**config.mk**
```make
export PLATFORM = sky130hd
export DESIGN_NAME = rgb_sequencer
export DESIGN_NICKNAME = d
export VERILOG_FILES = /design/src/rtl/rgb_sequencer.sv
export SDC_FILE = /design/constraint.sdc
export NUM_CORES = 1
export LEC_CHECK = 0
export CAP_MARGIN = 20
export CORE_ASPECT_RATIO = 0.9
export CORE_UTILIZATION = 60
export CTS_BUF_LIST = sky130_fd_sc_hd__clkbuf_8
export DETAILED_ROUTE_END_ITERATION = 10
export GPL_TIMING_DRIVEN = 0
export PLACE_DENSITY = 0.78
export RECOVER_POWER = 100
export REMOVE_ABC_BUFFERS = 1
export SYNTH_ARGS = -nofsm -noshare
export SYNTH_HDL_FRONTEND = slang
export SYNTH_SLANG_ARGS = --single-unit
```
**constraint.sdc**
```tcl
create_clock -name clk -period 2.3 [get_ports clk]
set_clock_uncertainty 0.2 [all_clocks]
set_input_delay 0.46 -clock clk [delete_from_list [all_inputs] [get_ports clk]]
set_output_delay 0.46 -clock clk [all_outputs]
set_load 0.03 [all_outputs]
```
**src/rtl/rgb_sequencer.sv**
```systemverilog
// RGB breathing sequencer: each colour ramps up then down in STEP increments per tick,
// driving its active-low LED with a PWM compare against a free-running counter.
module rgb_sequencer #(
  parameter int PWM_BITS = 8,
  parameter int STEP     = 1
) (
  input  logic       clk,
  input  logic       rst,
  input  logic       en,
  input  logic       tick,
  output logic       RGB0,
  output logic       RGB1,
  output logic       RGB2,
  output logic [1:0] color,
  output logic       seq_done
);

  localparam logic [PWM_BITS-1:0] MAX_V  = '1;
  localparam logic [PWM_BITS-1:0] STEP_V = PWM_BITS'(STEP);

  typedef enum logic [1:0] {RED = 2'd0, GREEN = 2'd1, BLUE = 2'd2} color_t;
  typedef enum logic {UP = 1'b0, DOWN = 1'b1} phase_t;

  // Declaration values mirror reset so the part powers up in the reset state.
  color_t              state   = RED;
  phase_t              phase   = UP;
  logic [PWM_BITS-1:0] level   = '0;
  logic [PWM_BITS-1:0] pwm_cnt = '0;
  logic [2:0]          rgb_p1  = 3'b111;
  logic                done_p1 = 1'b0;

  color_t              state_nxt;
  phase_t              phase_nxt;
  logic [PWM_BITS-1:0] level_nxt;
  logic                done_nxt;
  logic                state_bad;
  logic                pwm_on;

  function automatic logic [PWM_BITS-1:0] sat_up(input logic [PWM_BITS-1:0] l);
    return (l >= MAX_V - STEP_V) ? MAX_V : l + STEP_V;
  endfunction

  function automatic logic [PWM_BITS-1:0] sat_down(input logic [PWM_BITS-1:0] l);
    return (l <= STEP_V) ? '0 : l - STEP_V;
  endfunction

  assign state_bad = (2'(state) == 2'b11);
  assign pwm_on    = (pwm_cnt < level);

  always_comb begin
    state_nxt = state;
    phase_nxt = phase;
    level_nxt = level;
    done_nxt  = 1'b0;
    if (state_bad) begin
      state_nxt = RED;
    end else if (tick) begin
      if (phase == UP) begin
        level_nxt = sat_up(level);
        if (level >= MAX_V - STEP_V) phase_nxt = DOWN;
      end else begin
        level_nxt = sat_down(level);
        if (level <= STEP_V) begin
          phase_nxt = UP;
          case (state)
            RED:     state_nxt = GREEN;
            GREEN:   state_nxt = BLUE;
            default: begin
              state_nxt = RED;
              done_nxt  = 1'b1;
            end
          endcase
        end
      end
    end
  end

  // Stage p0: sequencer state and PWM counter
  always_ff @(posedge clk) begin
    if (rst) begin
      state   <= RED;
      phase   <= UP;
      level   <= '0;
      pwm_cnt <= '0;
    end else if (en) begin
      state   <= state_nxt;
      phase   <= phase_nxt;
      level   <= level_nxt;
      pwm_cnt <= pwm_cnt + 1'b1;
    end else if (state_bad) begin
      state   <= RED;
    end
  end

  // Stage p1: registered LED drive and completion pulse
  always_ff @(posedge clk) begin
    if (rst) begin
      rgb_p1  <= 3'b111;
      done_p1 <= 1'b0;
    end else if (en) begin
      rgb_p1[0] <= !(pwm_on && state == RED);
      rgb_p1[1] <= !(pwm_on && state == GREEN);
      rgb_p1[2] <= !(pwm_on && state == BLUE);
      done_p1   <= done_nxt;
    end else begin
      done_p1 <= 1'b0;
    end
  end

  assign RGB0     = rgb_p1[0];
  assign RGB1     = rgb_p1[1];
  assign RGB2     = rgb_p1[2];
  assign color    = state;
  assign seq_done = done_p1;

endmodule

```
==> results of run 1 <==
==> final timing paths <==
path                    from    endpoint  slack (ns)  cells past startpoint
setup / recovery       phase    color[1]        0.14                      4
setup reg to reg       phase    color[1]        0.14                      4
hold / removal    pwm_cnt[7]  pwm_cnt[7]        0.31                      2
hold reg to reg   pwm_cnt[7]  pwm_cnt[7]        0.31                      2
==> per-layer routing <==
| layer | routed length [um] | up-vias |
|---|---|---|
| li1 | - | 697 |
| met5 | 0 | - |
| met4 | 40 | 0 |
| met2 | 1630 | 67 |
| met1 | 1540 | 647 |
| met3 | 310 | 8 |
==> cell usage in the layout (no fill, tap or decap), types with 2 or more instances in the layout <==
| cell type | synthesis | layout |
|---|---|---|
| a21oi_1 | 8 | 8 |
| a221oi_1 | 3 | 3 |
| a311oi_1 | 6 | 6 |
| a31oi_1 | 5 | 5 |
| and3_1 | 2 | 2 |
| clkbuf_8 | 0 | 3 |
| dfxtp_1 | 23 | 20 |
| dfxtp_2 | 0 | 3 |
| dlygate4sd3_1 | 0 | 7 |
| ha_1 | 12 | 12 |
| inv_1 | 11 | 11 |
| nand2_1 | 11 | 11 |
| nand2b_1 | 4 | 4 |
| nand3_1 | 4 | 4 |
| nand3b_1 | 2 | 2 |
| nand4_1 | 4 | 4 |
| nor2_1 | 19 | 19 |
| nor3_1 | 10 | 10 |
| o21ai_0 | 11 | 11 |
| o21bai_1 | 2 | 2 |
| o32ai_1 | 3 | 3 |
| or2_2 | 2 | 2 |
| or3_1 | 3 | 2 |
| or3_4 | 1 | 2 |
| or4_1 | 2 | 2 |
| xor2_1 | 5 | 5 |
==> kinds of logic (layout without fill, tap and decap cells) <==
| logic type | Yosys count | count (layout) | share of synthesized area, % |
|---|---|---|---|
| buf+inv | 23 | 24 | 6.45 |
| simple gates | 75 | 75 | 27.1 |
| mux | 2 | 2 | 1.65 |
| flops | 23 | 23 | 30.4 |
| fa+ha+maj | 12 | 12 | 9.93 |
| compound gates | 46 | 46 | 20.9 |
| xor+xnor | 6 | 6 | 3.47 |
==> sequential cells by signal, indices dropped and copies added (netlist names) <==
signal and count:
rgb_p1 3, seq_done 1, pwm_cnt 8, color 2, phase 1, level 8
==> final cells by class <==
class | instances | area (um^2)
multi-input cells | 141 | 967
fillers | 189 | 648
flip-flops and latches | 23 | 464
repair buffers | 9 | 78.8
clock buffers | 3 | 41.3
inverters | 11 | 41.3
well taps | 27 | 33.8
clock inverters | 1 | 7.51
==> critical path: cells and delay by family (launching register included) <==
kind	cells	cell delay [ns]
simple gates	3	1.04
mux	1	0.32
flops	1	0.52
==> what timing repair did <==
| action | 4_1_cts | 5_1_grt |
|---|---|---|
| hold endpoints to repair | 0 | 0 |
| setup endpoints to repair | 7 | 8 |
| resized for setup | 4 | 6 |
| gates cloned | 0 | 0 |
==> stage by stage <==
step,instance area [um^2],cells
after detailed placement,1580,211
after global placement,1580,211
after CTS,1640,215
final,1630,215
after floorplan,1460,175
after global routing,1630,215
==> power by group through the flow <==
stage	sequential, uW	combinational [uW]	clock (uW)
2_1_floorplan	431	70.6	0
3_3_place_gp	431	108	0
3_5_place_dp	432	112	0
4_1_cts	422	115	260
5_1_grt	425	129	284
6_report	423	115	260
==> flow_summary.yaml, run 1 <==
synthesis:
  synthTopCellsByCount: "dfxtp_1, nor2_1, ha_1"
  ys.flop_type: "dfxtp_1"
  async_flop_share_pct: 0
  yosysUniqueCellTypes: 48
  synth_area_um2: 1510
  yosys_warnings: 0
  synth_top_area_share_pct: 30.4
  synth_area_leaders: "dfxtp_1, ha_1, nor2_1, o21ai_0, a311oi_1"
  synth_top_cell_by_area: "dfxtp_1"
  synth-edff-count: 0
  yosysMostFrequentCell: "dfxtp_1"
  ys_seq_area_share_pct: 30.4
  synth_cells: 187
  ys_seq_elements: 23
  avgSynthCellArea_um2: 8.09
floorplan:
  ios: 10
  die-area_um2: 2730
  coreArea_um2: 2280
  die_y_um: 49.6
  core.rowCount: 16
  initial_utilization_pct: 66.3
  die_width_um: 54.9
timing:
  whs_ns: 0.313
  finalSetupViolations: 0
  slew_violations: 0
  tightest_slew_ns: 1.18
  timing.final.ws_setup_ns: 0.138
  hold_violations: 0
  period_needed_ns: 2.16
  finalSetupTns_ns: 0
  fin_crit_sh_pct: 94.0
  relSlewSlack_pct: 21.1
  timing.fmax_ghz: 0.463
  rsz0062_at_grt: "no"
power:
  comb_power_share_pct: 14.5
  seqPwrFrac_pct: 53.0
  ir_worst_vdd_mv: 0.494
  sw_frac_of_total_pct: 27.9
  clkPwrFrac_pct: 32.5
  p_int_uw: 575
  power.leakage_uw: 0.000572
  power.switching_uw: 222
  pwr_density_cell_nw_per_um2: 488
  design_power_total_uw: 798
critical_path:
  slowest_stage: "dfxtp_2"
  critPathRequiredTime_ns: 2.30
  crit_chain: "or4b_1, or4_4, mux2_4, nor2_2"
  startpoint_type: "register"
  crit_type: "reg -> reg"
  slowest_delay_ns: 0.52
  crit_fanout: 17
  critical_path_arrival_ns: 2.16
  cp-end-kind: "register"
clock_tree:
  ctsHoldBuffers: 0
  cts_buffer_depth: 2
  cts_made_buffers: 3
  cts_tree: "yes"
  cts_setup_buffers: 0
  clk_latency_ns: 0.27
  root_buffer: "clkbuf_8"
  clk_pin_slew_worst_paths_ns: 0.09
  cts_max_level: 1
  cts_sinks: 23
global_route:
  grt_usage_pct: 28.8
  met3_usage_pct: 10.2
  use_met2_pct: 42.2
  grt_pass1_vias: 1252
  use_met1_pct: 40.2
  antenna_found_initial: 0
  grt_pass1_wl_um: 5730
  grt.busiest_layer: "met2"
  grt.overflow.total: 0
  grt_max_degree: 28
routing:
  drt_pass1_iterations: 5
  drtIter0Drc: 49
  wl_per_cell_um: 16.4
  ant_nets: 0
  vias: 1419
  drc: 0
  via_per_inst: 6.60
  routed_wirelength_um: 3530
placed_design:
  portBuffers: 9
  hpwl_um: 2510
  gp_congestion: 0.992
  place_ws_ns: -0.427
layout:
  final_nets: 205
  drive_gt1_share_pct: 10.6
  fin_util_pct: 71.6
  diodes: 0
  area_delta_synth_final_pct: 8.02
worst_hold_path:
  worst_hold_path_type: "reg -> reg"
flow_run:
  drv_cap: 0
status:
  run_status: "finished clean"
Power figures use the tool's default switching activity.
==> run 2: changes to the inputs <==
--- a/config.mk
+++ b/config.mk
@@ -5,13 +5,15 @@
 export SDC_FILE = /design/constraint.sdc
 export NUM_CORES = 1
 export LEC_CHECK = 0
+export ABC_CLOCK_PERIOD_IN_PS = 2300
 export CAP_MARGIN = 20
 export CORE_ASPECT_RATIO = 0.9
 export CORE_UTILIZATION = 60
 export CTS_BUF_LIST = sky130_fd_sc_hd__clkbuf_8
 export DETAILED_ROUTE_END_ITERATION = 10
+export DONT_BUFFER_PORTS = 1
 export GPL_TIMING_DRIVEN = 0
-export PLACE_DENSITY = 0.78
+export PLACE_DENSITY = 0.73
 export RECOVER_POWER = 100
 export REMOVE_ABC_BUFFERS = 1
 export SYNTH_ARGS = -nofsm -noshare
==> run 2 against run 1 <==
Global-route usage down 0.88 points. Worst hold slack worse by 0.27 ns. Sequential share of layout area increased by 1.4 points. Critical endpoint unchanged. Largest cell class unchanged. Highest routed layer unchanged.
==> flow_summary.yaml, run 2 (synthesis gave the netlist of run 1 again) <==
placed_design:
  hpwl_um: 2530
  portBuffers: 0
  place_ws_ns: -0.0209
  place_area_um2: 1490
  gp_congestion: 1.02
clock_tree:
  cts_made_buffers: 3
  cts_buffer_depth: 2
  root_buffer: "clkbuf_8"
  clk_pin_slew_worst_paths_ns: 0.09
  cts_setup_buffers: 0
  ctsHoldBuffers: 0
  cts_max_level: 1
  cts_tree: "yes"
  cts_sinks: 23
  clk_latency_ns: 0.27
timing:
  relSlewSlack_pct: 60.3
  timing.final.ws_setup_ns: 0.112
  hold_violations: 0
  rsz0062_at_grt: "no"
  slew_violations: 0
  timing.fmax_ghz: 0.457
  period_needed_ns: 2.19
  finalSetupViolations: 0
  tightest_slew_ns: 0.590
  fin_crit_sh_pct: 95.1
routing:
  vias: 1413
  ant_nets: 0
  wl_per_cell_um: 16.7
  drt_pass1_iterations: 4
  routed_wirelength_um: 3440
  via_per_inst: 6.86
  drtIter0Drc: 58
  drc: 0
global_route:
  antenna_found_initial: 0
  grt_pass1_vias: 1293
  grt_max_degree: 28
  grt_usage_pct: 27.9
  grt_pass1_wl_um: 5670
  grt.overflow.total: 0
layout:
  biggestRegsByFlops: "level (8), pwm_cnt (8), rgb_p1 (3)"
  final_cell_mix: "dfxtp_1, nor2_1, ha_1"
  final_common_cell: "dfxtp_1"
  nFillCells: 191
  drive_gt1_share_pct: 10.6
  final_nets: 196
  area_delta_synth_final_pct: 2.81
  stdcell_area_um2: 1560
  diodes: 0
critical_path:
  crit_fanout: 17
  slowest_stage: "dfxtp_2"
  crit_type: "reg -> reg"
  critPathBufInv: 0
  cp-end-kind: "register"
  slowest_delay_ns: 0.53
  critPathRequiredTime_ns: 2.31
  crit_chain: "or4b_4, or4_1, mux2_4, nor2_2"
  critical_path_arrival_ns: 2.20
  critPathTopFamily: "simple AND/OR/NAND/NOR gates"
  startpoint_type: "register"
power:
  power.leakage_uw: 0.000537
  pwr_density_cell_nw_per_um2: 503
  ir_worst_vdd_mv: 0.462
floorplan:
  die-area_um2: 2730
  coreArea_um2: 2280
  initial_utilization_pct: 66.3
  core.rowCount: 16
  die_y_um: 49.6
  die_width_um: 54.9
  ios: 10
status:
  run_status: "finished clean"
flow_run:
  drv_cap: 0
worst_hold_path:
  worst_hold_path_type: "in -> reg"
-- run 2: area by class of cell --
| cell class | count | area [um^2] | area share (%) |
|---|---|---|---|
| Clock buffer | 3 | 41.3 | 2.65 |
| Clock inverter | 1 | 7.51 | 0.483 |
| Inverter | 11 | 41.3 | 2.65 |
| Multi-Input combinational cell | 141 | 967 | 62.2 |
| Sequential cell | 23 | 464 | 29.8 |
| Tap cell | 27 | 33.8 | 2.17 |
-- run 2: path summary, 6_finish.rpt --
check                           startpoint    endpoint  depth (start not counted)  slack [ns]
worst max-delay path                 phase    color[1]                          4        0.11
worst min-delay path                   rst       phase                          1        0.04
worst max register to register       phase    color[1]                          4        0.11
worst min register to register  pwm_cnt[7]  pwm_cnt[7]                          2        0.30
-- run 2: worst reg2reg max path: cells and delay by family (launching register included) --
kind	cells	cell delay (ns)
muxes	1	0.33
and+or+nand+nor	3	1.07
DFF	1	0.53
-- run 2: repair_timing --
action / 4_1_cts / 5_1_grt
gates cloned: 0 / 0
endpoints found under the setup margin: 3 / 7
resized for setup: 3 / 3
-- run 2: metrics by stage --
| stage | std cells | power [uW] | hold WS [ns] | util (%) | TNS [ns] |
|---|---|---|---|---|---|
| 2_1_floorplan | 175 | 502 | 0.256 | - | 0 |
| 3_3_place_gp | 202 | 521 | 0.278 | 65.3 | -0.0140 |
| 3_5_place_dp | 202 | 527 | 0.290 | 65.3 | -0.0264 |
| 4_1_cts | 206 | 787 | 0.0340 | 68.0 | 0 |
| 5_1_grt | 206 | 810 | 0.0278 | 68.1 | 0 |
| 6_report | 206 | 783 | 0.0391 | 68.1 | 0 |
-- run 2: metal layers --
| metal | share of wire, % | track usage, % |
|---|---|---|
| met1 | 46 | 38.6 |
| met2 | 46 | 44.0 |
| met3 | 6.9 | 5.56 |
| met4 | 0.90 | 6.25 |
| met5 | 0 | 0 |
-- run 2: power breakdown --
part / leakage (uW) / internal [uW] / total [uW] / switching, uW
registers: 0.000188 / 408 / 427 / 18.9
clock network: 0.0000217 / 123 / 260 / 137
logic: 0.000328 / 40.7 / 95.9 / 55.2
total: 0.000537 / 571 / 783 / 211
